### src/rtl/reg_ac_bank.sv
// reg_ac_bank: a bank of CORES independent accumulator (AC) registers, each
// WIDTH bits. It sits between the shared data bus and the per-core ALUs.
//
// Each lane can be loaded from the bus (wr), loaded from its ALU (ldalu),
// incremented (inc), cleared (clr), or asked to drive the bus (ldbus).
// A broadcast (bcast) loads bus lane 0 into every lane that is not clearing.
// Per-lane priority, highest first: clr > bcast > wr > ldalu > inc > hold.
//
// Ports:
//   clk      in   system clock; all state updates on the rising edge
//   rst      in   synchronous active-high reset; overrides all controls
//   bin      in   per-lane bus data, lane i = bin[i*WIDTH +: WIDTH]
//   alu_in   in   per-lane ALU result
//   wr       in   per-lane write from bin
//   ldalu    in   per-lane load from alu_in
//   inc      in   per-lane increment (wraps, sets sticky ovf)
//   clr      in   per-lane clear (also clears ovf)
//   bcast    in   load bin lane 0 into all non-clearing lanes
//   ldbus    in   per-lane bus drive request
//   bout     out  per-lane registered bus output (pre-update AC, or 0)
//   alu_out  out  per-lane AC value, straight from the register
//   zero     out  per-lane AC == 0
//   ovf      out  per-lane sticky increment-overflow flag
module reg_ac_bank #(
  parameter int WIDTH = 16,
  parameter int CORES = 4
) (
  input  logic                   clk,
  input  logic                   rst,
  input  logic [CORES*WIDTH-1:0] bin,
  input  logic [CORES*WIDTH-1:0] alu_in,
  input  logic [CORES-1:0]       wr,
  input  logic [CORES-1:0]       ldalu,
  input  logic [CORES-1:0]       inc,
  input  logic [CORES-1:0]       clr,
  input  logic                   bcast,
  input  logic [CORES-1:0]       ldbus,
  output logic [CORES*WIDTH-1:0] bout,
  output logic [CORES*WIDTH-1:0] alu_out,
  output logic [CORES-1:0]       zero,
  output logic [CORES-1:0]       ovf
);

  localparam logic [WIDTH-1:0] ONE = {{(WIDTH-1){1'b0}}, 1'b1};

  logic [WIDTH-1:0] ac_q   [CORES];
  logic [WIDTH-1:0] ac_d   [CORES];
  logic [WIDTH-1:0] bout_q [CORES];
  logic [WIDTH-1:0] bout_d [CORES];
  logic [CORES-1:0] ovf_q;
  logic [CORES-1:0] ovf_d;
  logic [WIDTH-1:0] bcast_val;

  assign bcast_val = bin[WIDTH-1:0];

  // Next-state selection. Each source is muxed in only when its control is
  // the winning one, so unknown data on an unselected input never reaches AC.
  always_comb begin
    for (int i = 0; i < CORES; i++) begin
      ac_d[i]  = ac_q[i];
      ovf_d[i] = ovf_q[i];
      if (clr[i]) begin
        ac_d[i]  = '0;
        ovf_d[i] = 1'b0;
      end else if (bcast) begin
        ac_d[i]  = bcast_val;
        ovf_d[i] = 1'b0;
      end else if (wr[i]) begin
        ac_d[i]  = bin[i*WIDTH +: WIDTH];
        ovf_d[i] = 1'b0;
      end else if (ldalu[i]) begin
        ac_d[i]  = alu_in[i*WIDTH +: WIDTH];
        ovf_d[i] = 1'b0;
      end else if (inc[i]) begin
        ac_d[i] = ac_q[i] + ONE;
        // Wrap from all ones sets ovf; it stays set across later increments.
        if (&ac_q[i]) ovf_d[i] = 1'b1;
      end
      // Bus output captures the AC value from before this edge's update.
      bout_d[i] = ldbus[i] ? ac_q[i] : '0;
    end
  end

  always_ff @(posedge clk) begin
    if (rst) begin
      for (int i = 0; i < CORES; i++) begin
        ac_q[i]   <= '0;
        bout_q[i] <= '0;
      end
      ovf_q <= '0;
    end else begin
      for (int i = 0; i < CORES; i++) begin
        ac_q[i]   <= ac_d[i];
        bout_q[i] <= bout_d[i];
      end
      ovf_q <= ovf_d;
    end
  end

  for (genvar g = 0; g < CORES; g++) begin : g_lane
    assign alu_out[g*WIDTH +: WIDTH] = ac_q[g];
    assign bout[g*WIDTH +: WIDTH]    = bout_q[g];
    assign zero[g]                   = (ac_q[g] == '0);
  end

  assign ovf = ovf_q;

endmodule

### config.mk
export PLATFORM = sky130hd
export DESIGN_NAME = reg_ac_bank
export DESIGN_NICKNAME = d
export VERILOG_FILES = /design/src/rtl/reg_ac_bank.sv
export SDC_FILE = /design/constraint.sdc
export NUM_CORES = 1
export LEC_CHECK = 0
export CAP_MARGIN = 0
export CELL_PAD_IN_SITES_DETAIL_PLACEMENT = 0
export CELL_PAD_IN_SITES_GLOBAL_PLACEMENT = 1
export CORE_MARGIN = 2
export CORE_UTILIZATION = 30
export CTS_BUF_LIST = sky130_fd_sc_hd__clkbuf_16
export CTS_CLUSTER_DIAMETER = 120
export DETAILED_ROUTE_END_ITERATION = 10
export PLACE_DENSITY = 0.82
export SYNTH_ARGS = -nofsm -noshare
export SYNTH_HDL_FRONTEND = slang
export SYNTH_SLANG_ARGS = --single-unit
### constraint.sdc
create_clock -name clk -period 5.2 [get_ports clk]
set_clock_uncertainty 0.15 [all_clocks]
set_input_delay 1.04 -clock clk [delete_from_list [all_inputs] [get_ports clk]]
set_output_delay 1.04 -clock clk [all_outputs]
set_load 0.005 [all_outputs]
==> results of run 1 <==
==> placed cells by master (no fill, tap or decap), types with 5 or more instances in the layout <==
master / instances
a31oi_1: 18
mux2i_1: 11
nand2_1: 75
nor3_1: 27
nand4_1: 11
nand3_1: 28
and3_1: 12
o21a_1: 5
and2_1: 69
xor2_1: 13
o211ai_1: 16
a21oi_1: 63
o21ai_0: 55
or2_2: 5
and4_1: 10
nor4b_1: 5
o22ai_1: 17
clkdlybuf4s50_1: 285
nor2b_1: 11
nor4_1: 16
bufinv_16: 5
a221oi_1: 5
ha_1: 8
o221ai_1: 7
dfxtp_1: 132
clkbuf_16: 17
nor2_1: 55
a22oi_1: 9
inv_1: 18
nand2b_1: 14
xnor2_1: 17
a211oi_1: 8
==> state kept, by name, indices dropped and copies added (netlist names) <==
name and cells:
ac_q 64, ovf 4, bout_q 64
==> worst register-to-register path, delay by kind of cell (launching register included) <==
kind | cells | cell delay [ps]
xor+xnor | 1 | 110
flops | 1 | 570
simple gates | 2 | 620
compound gates | 2 | 500
==> through the flow <==
stage / std cells / total power [mW]
2_1_floorplan: 873 / 1.309
3_3_place_gp: 1424 / 1.585
3_5_place_dp: 1424 / 1.586
4_1_cts: 1454 / 2.922
5_1_grt: 1454 / 3.013
6_report: 1454 / 2.905
==> logic make-up after synthesis <==
group                      synth area share
and+or+nand+nor                      0.2771
AOI/OAI and AO/OA                    0.2307
DFF                                  0.3723
buffers and inverters               0.05165
xor gates and xnor gates            0.03702
muxes                               0.01710
adders and majority gates           0.01410
==> area by class of cell <==
| class | instances | area, sq um | area share |
|---|---|---|---|
| clock inverter | 13 | 211.5 | 0.01970 |
| sequential | 132 | 2643 | 0.2462 |
| multi-input combinational | 662 | 4089 | 0.3809 |
| clock buffer | 17 | 425.4 | 0.03963 |
| tap | 319 | 399.1 | 0.03718 |
| timing repair buffer | 290 | 2888 | 0.2690 |
| inverter | 21 | 78.83 | 0.007344 |
==> worst max-delay path by stage <==
| stage | from | endpoint | slack (ps) | cells after the start |
|---|---|---|---|---|
| after global placement | wr[1] | ac_q[1][2] | 1620 | 6 |
| after detailed placement | wr[1] | ac_q[1][2] | 1610 | 6 |
| final | ac_q[3][0] | zero[3] | 1950 | 5 |
| after CTS | ac_q[0][0] | zero[0] | 1930 | 5 |
| after floorplan | bcast | ac_q[0][3] | 2740 | 7 |
| after global routing | ac_q[2][0] | zero[2] | 1820 | 5 |
==> where the power goes <==
group,internal (mW),switching [mW],total (mW)
combinational,0.254,0.209,0.464
clock,0.846,0.491,1.34
sequential,1.05,0.0585,1.10
==> routing by layer <==
layer | up-vias | routed length, um | track usage
met5 | - | 0 | 0
met4 | 0 | 712 | 0.08268
met3 | 47 | 2299 | 0.04270
met2 | 380 | 13250 | 0.3613
met1 | 3668 | 12780 | 0.3163
li1 | 3689 | - | -
==> impl_metrics.tcl, run 1 <==
set metrics [dict create \
    p_per_area_nw_per_um2 270.6 \
    via_count 7784 \
    final_util 0.4600 \
    slowest_delay_ps 520 \
    post-route-period-util 0.6245 \
    finalWorstSetupSlack_ps 1953 \
    clock-sinks 132 \
    timing.setup.tns_ps 0 \
    r2r-start "ac_q[3][7]" \
    postPlaceCellArea_sq_um 10100 \
    min_to "bout_q[0][7]" \
    hpwl_um 21670 \
    maxCapViolations 0 \
    dp_slack_ps 1609 \
    h-tree-depth 4 \
    slowest_stage "clkdlybuf4s50_1" \
    coreArea_sq_um 23330 \
    firstDrtPassIters 5 \
    yosys-top-cells-area "dfxtp_1, and2_1, a21oi_1, nand2_1, o21ai_0" \
    worstHoldPathType "register to register" \
    path_cells "inv_1 > ha_1 > nor4b_1 > and4_1 > clkdlybuf4s50_1" \
    vdd_drop_max_mv 0.1792 \
    nets 1283 \
    synth-edff-count 0 \
    worstSetupEndpointType "output pin" \
    holdPathStages 1 \
    grt_max_degree 42 \
    worstRegToRegCells 5 \
    synth_top_area_cell "dfxtp_1" \
    leakage_nw 3.901 \
    worstHoldStart "ac_q[0][7]" \
    syn_nets 1032 \
    n_antenna_cell 0 \
    rows 56 \
    cts.root.buffer_cell "clkbuf_16" \
    regToRegSetupSlack_ps 3100 \
    synthDistinctLibCells 76 \
    rr_endpoint "ac_q[3][13]" \
    ios 287 \
    synth_commonest_cells "dfxtp_1, nand2_1, and2_1, a21oi_1" \
    die_w_um 157.8 \
    cp_max_fo 8 \
    setup_violations 0 \
    finalCriticalPeriod_ps 3247 \
    groute.usage.overall 0.2307 \
    io_buffers 286 \
    timing_max_transition_violations_final 0 \
    worst_slew_pin_slew_ps 949.3 \
    synth_flop_cell "dfxtp_1" \
    slew_headroom 0.3648 \
    area_growth_pct 51.22 \
    crit_family "buffers and inverters" \
    crit_type "register to output pin" \
    postCtsResizedCells 0 \
    worst-path-buf-inv 2 \
    fillers 2309 \
    drtAntennaViolNets 0 \
    die_h_um 157.8 \
    drc 0 \
    grt_pass1_vias 7506 \
    finalHoldViolCount 0 \
    cts_tree "yes" \
    wirelength_um 29040 \
    ctsHoldBuffers 0 \
    yosysWarnings 0 \
    cts_max_path_buffers 2 \
    start_util 0.3042 \
    finalWeightedCongestion 0.8670 \
    syn-mean-instance-area_sq_um 8.131 \
    rsz0062_at_grt "no" \
    grt_pass1_wl_um 44060 \
    drt_iter0_drc 687 \
    dieArea_sq_um 24910 \
    yosys.area.top_type_share 0.3723 \
    start_kind "register" \
    synth_seq_cells 132 \
    yosysMostFrequentCell "dfxtp_1" \
    crit_required_ps 4010 \
    async_flop_share 0 \
    netlist_instances 873 \
    viasPerCell 5.354 \
    syn_area_sq_um 7098 \
    fmax_mhz 308.0 \
    detail_route.wl_per_cell_um 19.97 \
    fin_hold_ws_ps 384.9 \
    yosysSeqAreaShare 0.3723 \
    numCtsBuffers 17 \
    post_cts_buffers 0 \
    path_clk_slew_ps 60 \
    insertion_delay_ps 420 \
    design_area_sq_um 10730 \
    grt_antenna_before_repair 0 \
    status "finished clean" \
    cp.arrival_ps 2060 \
    drive_gt1_frac 0.05110 \
    overflow 0 \
]
No activity file was read; power rests on OpenSTA's default activity.
==> run 2, diff against run 1 <==
--- a/config.mk
+++ b/config.mk
@@ -9,11 +9,11 @@
 export CELL_PAD_IN_SITES_DETAIL_PLACEMENT = 0
 export CELL_PAD_IN_SITES_GLOBAL_PLACEMENT = 1
 export CORE_MARGIN = 2
-export CORE_UTILIZATION = 30
+export CORE_UTILIZATION = 28
 export CTS_BUF_LIST = sky130_fd_sc_hd__clkbuf_16
 export CTS_CLUSTER_DIAMETER = 120
 export DETAILED_ROUTE_END_ITERATION = 10
-export PLACE_DENSITY = 0.82
+export PLACE_DENSITY = 0.8
 export SYNTH_ARGS = -nofsm -noshare
 export SYNTH_HDL_FRONTEND = slang
 export SYNTH_SLANG_ARGS = --single-unit
==> constraint.sdc (replaced) <==
create_clock -name clk -period 2.9 [get_ports clk]
set_clock_uncertainty 0.15 [all_clocks]
set_input_delay 0.58 -clock clk [delete_from_list [all_inputs] [get_ports clk]]
set_output_delay 0.58 -clock clk [all_outputs]
set_load 0.005 [all_outputs]
==> impl_metrics.tcl, run 2 (synthesized netlist as in run 1, its figures left out) <==
set metrics [dict create \
    status "finished clean" \
    cts.root.buffer_cell "clkbuf_16" \
    viasPerCell 5.287 \
    r2r-start "ac_q[3][0]" \
    fmax_mhz 359.1 \
    drc 0 \
    worstHoldStart "ac_q[1][12]" \
    start_kind "register" \
    swShare 0.2877 \
    worst_slew_pin_slew_ps 950.3 \
    rsz0062_at_grt "no" \
    drtAntennaViolNets 0 \
    crit_type "register to output pin" \
    cp.arrival_ps 2050 \
    cts_max_path_buffers 2 \
    cp.depth 5 \
    fin_hold_ws_ps 386.2 \
    ios 287 \
    min_to "bout_q[0][28]" \
    slowest_delay_ps 520 \
    coreArea_sq_um 25040 \
    fillers 2506 \
    die_h_um 163.2 \
    slew_headroom 0.3652 \
    numCtsBuffers 17 \
    via_count 7931 \
    path_clk_slew_ps 60 \
    switchingPower_mw 1.433 \
    dp_slack_ps 240.7 \
    drt_iter0_drc 585 \
    multi_input_area_sq_um 4095 \
    die_w_um 163.2 \
    wirelength_um 30570 \
    clkPwrFrac 0.426 \
    rows 58 \
    setup_violations 0 \
    area_growth_pct 54.24 \
    firstDrtPassIters 6 \
    cp_max_fo 6 \
    io_buffers 286 \
    maxCapViolations 0 \
    power_frac_seq 0.395 \
    h-tree-depth 4 \
    mostFrequentLayoutCells "clkdlybuf4s50_1, dfxtp_1, nand2_1" \
    worstRegToRegCells 6 \
    timing.setup.tns_ps 0 \
    cts_tree "yes" \
    regToRegSetupSlack_ps 820 \
    nets 1316 \
    grt_antenna_before_repair 0 \
    hpwl_um 22960 \
    start_util 0.2835 \
    finalWeightedCongestion 0.8781 \
    path_cells "inv_1 > ha_1 > nor4b_1 > and4_1 > clkdlybuf4s50_1" \
    clock-sinks 132 \
    overflow 0 \
    crit_required_ps 2170 \
    grt_pass1_wl_um 45350 \
    n_antenna_cell 0 \
    worstHoldPathType "register to register" \
    grt_pass1_vias 7638 \
    comb_power_share 0.179 \
    finalCriticalPeriod_ps 2785 \
    dieArea_sq_um 26640 \
    holdPathStages 1 \
    grt_max_degree 26 \
    post-route-period-util 0.9603 \
    detail_route.wl_per_cell_um 20.38 \
    groute.usage.overall 0.2239 \
    rr_endpoint "ac_q[3][14]" \
    crit_family "buffers and inverters" \
    dp.cells 1468 \
    finalHoldViolCount 0 \
    leakage_nw 4.037 \
    fin_cells 1500 \
    worstSetupEndpointType "output pin" \
    drive_gt1_frac 0.07863 \
    worst-path-buf-inv 2 \
    p_int_mw 3.547 \
    insertion_delay_ps 420 \
    finalWorstSetupSlack_ps 115.1 \
    layout_commonest_cell "clkdlybuf4s50_1" \
    slowest_stage "clkdlybuf4s50_1" \
    p_per_area_nw_per_um2 454.9 \
    timing_max_transition_violations_final 0 \
    vdd_drop_max_mv 0.2597 \
    seq_area_sq_um 2643 \
]
[run 2: routing by layer]
layer | vias to the layer above | track usage | wire [um]
li1 | 3767 | - | -
met1 | 3762 | 0.2927 | 13380
met2 | 362 | 0.3679 | 14380
met3 | 40 | 0.04774 | 2147
met4 | 0 | 0.07120 | 658
met5 | - | 0 | 0
[run 2: area by class of cell]
type / instances / area share
Multi-Input combinational cell: 662 / 0.3741
Timing Repair Buffer: 323 / 0.2887
Sequential cell: 132 / 0.2414
Clock buffer: 17 / 0.03886
Tap cell: 330 / 0.03771
Clock inverter: 15 / 0.01211
Inverter: 21 / 0.007200
[run 2: timing repair]
action                     4_1_cts  5_1_grt
setup buffers                    0        0
resized for setup                0        1
setup endpoints to repair        0        1
hold buffers                     0        0
[run 2: worst max path at each step]
stage	startpoint	end	slack, ps
floorplan	bcast	ac_q[0][3]	900
global placement	ldalu[3]	ac_q[3][7]	310
detailed placement	ldalu[3]	ac_q[3][14]	240
CTS	ac_q[3][1]	zero[3]	100
global route	ac_q[3][1]	zero[3]	5
finish	ac_q[3][1]	zero[3]	120
[run 2: metrics by stage]
step | cell area [sq um] | power (mW) | utilization
final | 10950 | 4.980 | 0.4373
after CTS | 10940 | 4.993 | 0.4370
after floorplan | 7098 | 2.348 | -
after detailed placement | 10380 | 2.888 | 0.4147
after global routing | 10950 | 5.153 | 0.4373
after global placement | 10380 | 2.886 | 0.4147
[run 2: power groups by stage]
stage          clock (mW)  combinational (mW)  sequential (mW)
4_1_cts              2.14               0.888             1.97
2_1_floorplan           0               0.366             1.98
3_3_place_gp            0               0.880             2.01
6_report             2.12               0.890             1.97
3_5_place_dp            0               0.882             2.01
5_1_grt              2.21               0.962             1.98
